<file path="src/rtl/lsu_pkg.sv">
// lsu_pkg
// Shared encodings for the load/store stage: load/store/Memtoreg control
// encodings, the LSU FSM state type and the data-memory byte-enable constants.
package lsu_pkg;

  // Load control encodings (110 and 111 behave as no load)
  localparam logic [2:0] LD_NONE = 3'b000;
  localparam logic [2:0] LD_LB   = 3'b001;
  localparam logic [2:0] LD_LH   = 3'b010;
  localparam logic [2:0] LD_LW   = 3'b011;
  localparam logic [2:0] LD_LBU  = 3'b100;
  localparam logic [2:0] LD_LHU  = 3'b101;

  // Store control encodings
  localparam logic [1:0] ST_NONE = 2'b00;
  localparam logic [1:0] ST_SB   = 2'b01;
  localparam logic [1:0] ST_SH   = 2'b10;
  localparam logic [1:0] ST_SW   = 2'b11;

  // Writeback select: only this value picks load data
  localparam logic [1:0] MEMTOREG_LOAD = 2'b01;

  // Byte-enable patterns
  localparam logic [3:0] BE_NONE    = 4'b0000;
  localparam logic [3:0] BE_BYTE    = 4'b0001;
  localparam logic [3:0] BE_HALF_LO = 4'b0011;
  localparam logic [3:0] BE_HALF_HI = 4'b1100;
  localparam logic [3:0] BE_WORD    = 4'b1111;

  typedef enum logic {
    IDLE     = 1'b0,
    WAIT_RSP = 1'b1
  } lsu_state_t;

  // True only for the five real load encodings
  function automatic logic is_load(input logic [2:0] ld);
    return (ld != LD_NONE) && (ld <= LD_LHU);
  endfunction

endpackage

</file>
<file path="src/rtl/lsu_load_align.sv">
// lsu_load_align
// Combinational load-data alignment: picks the byte/halfword lane named by the
// low address bits and sign- or zero-extends it to 32 bits.
// Ports:
//   rdata   in  32  raw word returned by data memory
//   addr_lo in  2   low address bits latched at grant
//   ld_type in  3   latched load type
//   data    out 32  aligned, extended load data
module lsu_load_align
  import lsu_pkg::*;
(
  input  logic [31:0] rdata,
  input  logic [1:0]  addr_lo,
  input  logic [2:0]  ld_type,
  output logic [31:0] data
);

  logic [7:0]  byte_sel;
  logic [15:0] half_sel;

  always_comb begin
    byte_sel = rdata[{addr_lo, 3'b000} +: 8];
    half_sel = addr_lo[1] ? rdata[31:16] : rdata[15:0];
    case (ld_type)
      LD_LB:   data = {{24{byte_sel[7]}}, byte_sel};
      LD_LBU:  data = {24'b0, byte_sel};
      LD_LH:   data = {{16{half_sel[15]}}, half_sel};
      LD_LHU:  data = {16'b0, half_sel};
      LD_LW:   data = rdata;
      default: data = '0;
    endcase
  end

endmodule

</file>
<file path="src/rtl/lsu.sv">
// lsu
// Load/store stage: issues data-memory requests for the instruction held in the
// execute registers, stalls upstream while an access is outstanding, aligns load
// data and registers the writeback record.
// Optional feature: define LSU_MISALIGN_TRAP_EN to suppress misaligned accesses
// and flag them on lsu_misalign; otherwise low address bits are ignored.
// Ports:
//   clk, rst                      clock, synchronous active-high reset
//   alu_result, Rd2_exe2lsu       address / writeback data, store data
//   Memtoreg/Ld_cntr/St_cntr      writeback select, load type, store type
//   RegW/wr_addr_exe2lsu          write enable and destination register
//   dmem_*                        data-memory request/response handshake
//   lsu_stall                     hold execute outputs stable
//   wb_data/RegW/wr_addr_lsu2wb   registered writeback record
//   lsu_misalign                  registered misaligned-access flag
module lsu
  import lsu_pkg::*;
#(
  parameter int WIDTH = 32
) (
  input  logic             clk,
  input  logic             rst,
  input  logic [WIDTH-1:0] alu_result,
  input  logic [WIDTH-1:0] Rd2_exe2lsu,
  input  logic [1:0]       Memtoreg_exe2lsu,
  input  logic [2:0]       Ld_cntr_exe2lsu,
  input  logic [1:0]       St_cntr_exe2lsu,
  input  logic             RegW_exe2lsu,
  input  logic [4:0]       wr_addr_exe2lsu,
  output logic             dmem_req,
  output logic             dmem_we,
  output logic [WIDTH-1:0] dmem_addr,
  output logic [3:0]       dmem_be,
  output logic [WIDTH-1:0] dmem_wdata,
  input  logic             dmem_gnt,
  input  logic             dmem_rvalid,
  input  logic [WIDTH-1:0] dmem_rdata,
  output logic             lsu_stall,
  output logic [WIDTH-1:0] wb_data,
  output logic             RegW_lsu2wb,
  output logic [4:0]       wr_addr_lsu2wb,
  output logic             lsu_misalign
);

  lsu_state_t state, next_state;

  logic        ld_op, st_op, misalign_now, issue;
  logic [1:0]  lat_addr_lo;
  logic [2:0]  lat_ld;
  logic [4:0]  lat_wr_addr;
  logic        lat_regw;
  logic [31:0] load_data;

  assign ld_op = is_load(Ld_cntr_exe2lsu);
  assign st_op = (St_cntr_exe2lsu != ST_NONE);

`ifdef LSU_MISALIGN_TRAP_EN
  // Classify the winning operation (load beats store) against its natural alignment.
  always_comb begin
    misalign_now = 1'b0;
    if (ld_op) begin
      case (Ld_cntr_exe2lsu)
        LD_LH, LD_LHU: misalign_now = alu_result[0];
        LD_LW:         misalign_now = |alu_result[1:0];
        default:       misalign_now = 1'b0;
      endcase
    end else if (st_op) begin
      case (St_cntr_exe2lsu)
        ST_SH:   misalign_now = alu_result[0];
        ST_SW:   misalign_now = |alu_result[1:0];
        default: misalign_now = 1'b0;
      endcase
    end
  end
`else
  assign misalign_now = 1'b0;
`endif

  assign issue = (ld_op || st_op) && !misalign_now;

  // State register plus the load context captured at grant, since upstream
  // may move on only after the response arrives but the lane info must be ours.
  always_ff @(posedge clk) begin
    if (rst) begin
      state       <= IDLE;
      lat_addr_lo <= 2'b00;
      lat_ld      <= LD_NONE;
      lat_wr_addr <= 5'd0;
      lat_regw    <= 1'b0;
    end else begin
      state <= next_state;
      if (state == IDLE && issue && ld_op && dmem_gnt) begin
        lat_addr_lo <= alu_result[1:0];
        lat_ld      <= Ld_cntr_exe2lsu;
        lat_wr_addr <= wr_addr_exe2lsu;
        lat_regw    <= RegW_exe2lsu;
      end
    end
  end

  always_comb begin
    next_state = state;
    case (state)
      IDLE:     if (issue && ld_op && dmem_gnt) next_state = WAIT_RSP;
      WAIT_RSP: if (dmem_rvalid) next_state = IDLE;
      default:  next_state = IDLE;
    endcase
  end

  // Request fields are forced to zero during reset so the memory sees nothing.
  always_comb begin
    dmem_req   = 1'b0;
    dmem_we    = 1'b0;
    dmem_addr  = '0;
    dmem_be    = BE_NONE;
    dmem_wdata = '0;
    lsu_stall  = 1'b0;
    if (!rst) begin
      case (state)
        IDLE: begin
          if (issue) begin
            dmem_req  = 1'b1;
            dmem_addr = {alu_result[WIDTH-1:2], 2'b00};
            lsu_stall = !dmem_gnt || ld_op;
            if (ld_op) begin
              dmem_be = BE_WORD;
            end else begin
              dmem_we = 1'b1;
              case (St_cntr_exe2lsu)
                ST_SB: begin
                  dmem_be    = BE_BYTE << alu_result[1:0];
                  dmem_wdata = {4{Rd2_exe2lsu[7:0]}};
                end
                ST_SH: begin
                  dmem_be    = alu_result[1] ? BE_HALF_HI : BE_HALF_LO;
                  dmem_wdata = {2{Rd2_exe2lsu[15:0]}};
                end
                default: begin
                  dmem_be    = BE_WORD;
                  dmem_wdata = Rd2_exe2lsu;
                end
              endcase
            end
          end
        end
        WAIT_RSP: lsu_stall = !dmem_rvalid;
        default:  lsu_stall = 1'b0;
      endcase
    end
  end

  lsu_load_align u_align (
    .rdata   (dmem_rdata),
    .addr_lo (lat_addr_lo),
    .ld_type (lat_ld),
    .data    (load_data)
  );

  // Writeback record: bubble by default, the current instruction when it
  // completes in IDLE, or the aligned load result on the response edge.
  always_ff @(posedge clk) begin
    if (rst) begin
      wb_data        <= '0;
      RegW_lsu2wb    <= 1'b0;
      wr_addr_lsu2wb <= 5'd0;
      lsu_misalign   <= 1'b0;
    end else begin
      wb_data        <= '0;
      RegW_lsu2wb    <= 1'b0;
      wr_addr_lsu2wb <= 5'd0;
      lsu_misalign   <= 1'b0;
      case (state)
        IDLE: begin
          if (misalign_now) begin
            lsu_misalign <= 1'b1;
          end else if (!lsu_stall) begin
            wb_data        <= alu_result;
            RegW_lsu2wb    <= RegW_exe2lsu;
            wr_addr_lsu2wb <= wr_addr_exe2lsu;
          end
        end
        WAIT_RSP: begin
          if (dmem_rvalid) begin
            wb_data        <= (Memtoreg_exe2lsu == MEMTOREG_LOAD) ? load_data : alu_result;
            RegW_lsu2wb    <= lat_regw;
            wr_addr_lsu2wb <= lat_wr_addr;
          end
        end
        default: ;
      endcase
    end
  end

endmodule

</file>
<file path="config.mk">
export PLATFORM = sky130hd
export DESIGN_NAME = lsu
export DESIGN_NICKNAME = d
export VERILOG_FILES = /design/src/rtl/lsu_pkg.sv /design/src/rtl/lsu_load_align.sv /design/src/rtl/lsu.sv
export SDC_FILE = /design/constraint.sdc
export NUM_CORES = 1
export LEC_CHECK = 0
export CAP_MARGIN = 15
export CORE_ASPECT_RATIO = 1.1
export CORE_MARGIN = 4
export CORE_UTILIZATION = 36
export CTS_CLUSTER_SIZE = 20
export DETAILED_ROUTE_END_ITERATION = 12
export GPL_TIMING_DRIVEN = 0
export PLACE_DENSITY = 0.82
export SLEW_MARGIN = 10
export SYNTH_ARGS = -nofsm -noshare
export SYNTH_HDL_FRONTEND = slang
export SYNTH_SLANG_ARGS = --single-unit
</file>
<file path="constraint.sdc">
create_clock -name clk -period 2.6 [get_ports clk]
set_input_delay 0.26 -clock clk [delete_from_list [all_inputs] [get_ports clk]]
set_output_delay 0.26 -clock clk [all_outputs]
set_load 0.01 [all_outputs]
</file>
== Word-level counts from Yosys, hierarchy flattened ==
Index checks and enable logic that the tools add are counted.
Storage, ports and cells
  flip-flop bits (word level): 50
  input port bits: 113
  word-level logic and storage cells: 71
Operators by class
  order comparisons: 1
  eq/ne operators: 8
  shift-type cells: 2
  muxes and demuxes: 39
  bitwise operators: 1
  reduce and logical (&&, ||, !) cells: 12
Operator list (count)
  $mux 32: 10
  $pmux 32 s5: 1
  $pmux 32 s2: 2
  $shiftx 32x6->8: 1
  $mux 4: 5
  $mux 16: 1
  $mux 1: 13
  $mux 5: 2
  $pmux 5 s2: 1
  $pmux 4 s2: 1
  $eq 3x2->1 const B: 2
  $eq 3x3->1 const B: 2
  $logic_and 1x1->1: 6
  $pmux 1 s2: 3
  $eq 2x1->1 const B: 2
  $shl 1x2->4 const A: 1
  $eq 3x1->1 const B: 1
  $le 3x3->1 const B: 1
  $reduce_bool 3->1: 1
  $eq 2x2->1 const B: 1
  $logic_not 1->1: 2
  $logic_or 1x1->1: 2
  $reduce_bool 2->1: 1
  $not 1->1: 1

== Depth between registers and ports, before layout ==
  word-level depth: 8
  mapped depth: 8
  depth with buffers taken out: 7

== Hierarchy ==
From an unflattened synthesis, not the netlist that was laid out.
Second synthesis, totals
  cell total of the unflattened synthesis: 444
  area, all modules: 3527.1 um2
Modules (own cells, without submodules)
  lsu: times used 1, cells each 298, area an instance 2541.2 um2, sequential area each 1001.0 um2
  lsu_load_align: times used 1, cells each 146, area an instance 985.9 um2, sequential area each 0.0 um2

== Worst setup path after synthesis ==
No wires, ideal clock.
  path kind: input to output
  start point: in Ld_cntr_exe2lsu[2]
  end point: out dmem_wdata[13]
  data arrival time: 1742 ps
  required time: 2340 ps
  setup slack: 598 ps
  stages: 7
  path buffers: 2
  cells stage by stage: or3_4 and2_1 or4_1 buf_2 buf_6 a21oi_2 o21a_1
On the way
  longest elaborated chain between the ends: 6
Ends and longest elaborated chain
  from (decl): line lsu.sv:26  | input logic [2:0] Ld_cntr_exe2lsu,
  $le 3x3->1 or $reduce_bool 3->1 (tied branches): line lsu_pkg.sv:37  | return (ld != LD_NONE) && (ld <= LD_LHU);
  $logic_and 1x1->1 *: line lsu_pkg.sv:37
  $mux 32 or $logic_or 1x1->1 (tied branches): line lsu.sv:125, lsu.sv:79
  $mux 32 *: line lsu.sv:121  | if (issue) begin
  $mux 32 *: line lsu.sv:119  | case (state)
  $mux 32 *: line lsu.sv:118  | if (!rst) begin
  to (decl): line lsu.sv:34  | output logic [WIDTH-1:0] dmem_wdata,
Every way passes the cells marked *; elsewhere a longest branch is shown, timed or not.

== Worst setup path after layout ==
  start point: in Ld_cntr_exe2lsu[0]
  end point: out dmem_wdata[29]
Same word-level chain as after synthesis.

==> flow_metrics.tcl <==
set metrics [dict create \
    ys_seq_elements 50 \
    switching_share 0.302 \
    finalMaxSlewViolations 0 \
    clkLatencyLatePin_ns 0.31 \
    worstSetupStartpointType "primary input" \
    num_rows 36 \
    finalSetupViolCount 0 \
    worst_pin_slew_ns 0.843 \
    seq_area_frac_synth 0.309 \
    synthArstFlopShare 0 \
    synth_top_cell_area_share 0.309 \
    fill_cells 784 \
    pwr-share-clk 0.259 \
    p_comb_frac 0.369 \
    slew-limit-headroom 0.433 \
    cts_buffers 5 \
    dp_slack_ns -0.527 \
    yosysWarnings 0 \
    num_vias 3953 \
    cts_sinks 50 \
    synth_cell_types 44 \
    critPathSlowestCell "or4_4" \
    nets 735 \
    core_area_um2 8830 \
    die_x_um 98.4 \
    die_height_um 107 \
    p_total_mw 2.18 \
    syn2layout_area_growth_pct 78.3 \
    routedWlPerCell_um 18.3 \
    criticalPathCategory "primary input to primary output" \
    avgViaCountPerCell 5.39 \
    boundaryPins 223 \
    endpoint_kind "primary output" \
    initial_core_util 0.366 \
    clk_path_buf_depth 2 \
    required_ns 2.34 \
    cp_max_fo 10 \
    path_cells "dlygate4sd2_1 -> or3_4 -> and2_1 -> or4_4 -> buf_8 -> buf_6 -> a21oi_4 -> o21a_1 -> clkdlybuf4s15_2" \
    grt_max_degree 17 \
    crit_family "simple AND/OR/NAND/NOR gates" \
    holdBufCountCts 0 \
    antenna_found_initial 0 \
    synth.largest_area_cell "dfxtp_1" \
    avgSynthCellArea_um2 8.34 \
    placed_area_um2 5580 \
    skew_ns 0.0101 \
    finalCritPeriodShare 0.972 \
    drt_first_pass_iters 4 \
    fin_area_um2 5770 \
    drive_gt1_frac 0.0952 \
    fin_setup_tns_ns 0 \
    synth.area.top_cells "dfxtp_1, o2bb2ai_1, and2_1" \
    p_switching_mw 0.660 \
    rsz0062_at_grt "false" \
    worstHoldPathType "primary input to flip-flop" \
    fin_crit_ns 2.53 \
    status "completed" \
    first_iter_violations 182 \
    crit_buf_inv 4 \
    netlist_instances 388 \
    cts_tree "built" \
    dieArea_um2 10600 \
    globalplace.congestion 0.905 \
    synthFlopType "dfxtp_1" \
    setup_ws_ns 0.0723 \
    overflow 0 \
    routed_wl_um 13500 \
    synth_edf_count 0 \
    drc 0 \
    htree_levels 2 \
    io_buffers 219 \
    detail-route-antenna-nets 0 \
    syn_area_um2 3240 \
    slowest_delay_ns 0.42 \
    clkSlewWorstSetupHoldPaths_ns 0.09 \
    max_freq_mhz 396 \
    leakagePower_nw 2.37 \
    antenna_cells 0 \
    ir_drop_v 0.000213 \
    hpwl_um 10800 \
    drv_cap 0 \
    cts_root_buffer "clkbuf_8" \
    internal_power_mw 1.52 \
    grt_pass1_wl_um 20600 \
    worstPathArrival_ns 2.27 \
    track_usage 0.242 \
    holdWs_ns 0.382 \
    power_frac_seq 0.372 \
    hold_violations 0 \
    power.density_nw_per_um2 379 \
    grt_pass1_vias 3987 \
    layout_commonest_cell "clkdlybuf4s50_1" \
    final_cell_mix "clkdlybuf4s50_1, dfxtp_1, a21oi_1" \
]
[area by class of cell]
class	instances	area, um^2	area share
buffer	35	203	0.0351
clock buffer	5	68.8	0.0119
clock inverter	3	43.8	0.00759
inverter	10	41.3	0.00716
multi-input combinational	295	2090	0.363
sequential	50	1000	0.173
tap	114	143	0.0247
timing repair buffer	222	2180	0.377
[metal layers]
| metal | track usage | wire length (um) |
|---|---|---|
| met5 | 0 | 0 |
| met2 | 0.439 | 6810 |
| met1 | 0.279 | 5130 |
| met3 | 0.0622 | 1250 |
| met4 | 0.0683 | 260 |
[cells by family (layout without fill, tap and decap cells)]
group | count (synthesis) | after routing | share of synthesized area
compound gates | 153 | 153 | 0.340
simple gates | 106 | 106 | 0.178
flops | 50 | 50 | 0.309
buf+inv | 45 | 275 | 0.0603
mux | 28 | 28 | 0.0940
fa+ha+maj | 4 | 4 | 0.0147
other cells | 1 | 3 | 0.00116
xor+xnor | 1 | 1 | 0.00271
[synth_stat cells (9+ instances only)]
library cell / n
a21o_1: 9
a22oi_1: 22
nor2b_1: 16
o21a_1: 17
clkbuf_1: 22
and2_1: 40
inv_1: 9
mux2_2: 9
dfxtp_1: 50
a21oi_1: 48
a22o_1: 10
mux2i_1: 18
o2bb2ai_1: 30
nor2_1: 30
[per-stage QoR]
stage / util / std cells
6_report: 0.653 / 734
5_1_grt: 0.653 / 734
4_1_cts: 0.649 / 733
3_5_place_dp: 0.632 / 723
3_3_place_gp: 0.632 / 723
2_1_floorplan: - / 390
[sequential cells by signal, summed over array words and instances (netlist names)]
name / flops
RegW_lsu2wb: 1
lat_addr_lo: 2
lat_ld: 3
lat_regw: 1
lat_wr_addr: 5
state: 1
wb_data: 32
wr_addr_lsu2wb: 5
[tightest hold or removal path, cell delays in order]
cell	delay, ns
dlygate4sd2_1	0.24
mux2i_1	0.08
nor2_1	0.07
[power groups by stage]
stage / Combinational [mW] / Clock [mW] / Sequential, mW
after floorplan: 0.338 / 0 / 0.840
after global placement: 0.777 / 0 / 0.829
after detailed placement: 0.790 / 0 / 0.830
after CTS: 0.797 / 0.580 / 0.813
after global routing: 0.867 / 0.600 / 0.816
final: 0.806 / 0.565 / 0.813
[what timing repair did]
item                                    in CTS  in global routing
endpoints found under the setup margin      67                 50
gates resized for setup                     83                 13
pin swaps                                    1                  1
setup buffers                                2                  1
[worst paths after layout]
check	from	end	slack, ns	cells past startpoint
max reg2reg	lat_addr_lo[1]$_SDFFE_PP0P_	wb_data[27]$_SDFF_PP0_	0.20	6
min	Ld_cntr_exe2lsu[0]	lat_ld[0]$_SDFFE_PP0P_	0.38	3
min reg2reg	lat_regw$_SDFFE_PP0P_	lat_regw$_SDFFE_PP0P_	0.51	2
max	Ld_cntr_exe2lsu[0]	dmem_wdata[29]	0.07	9
No activity file was read; power rests on OpenSTA's default activity.
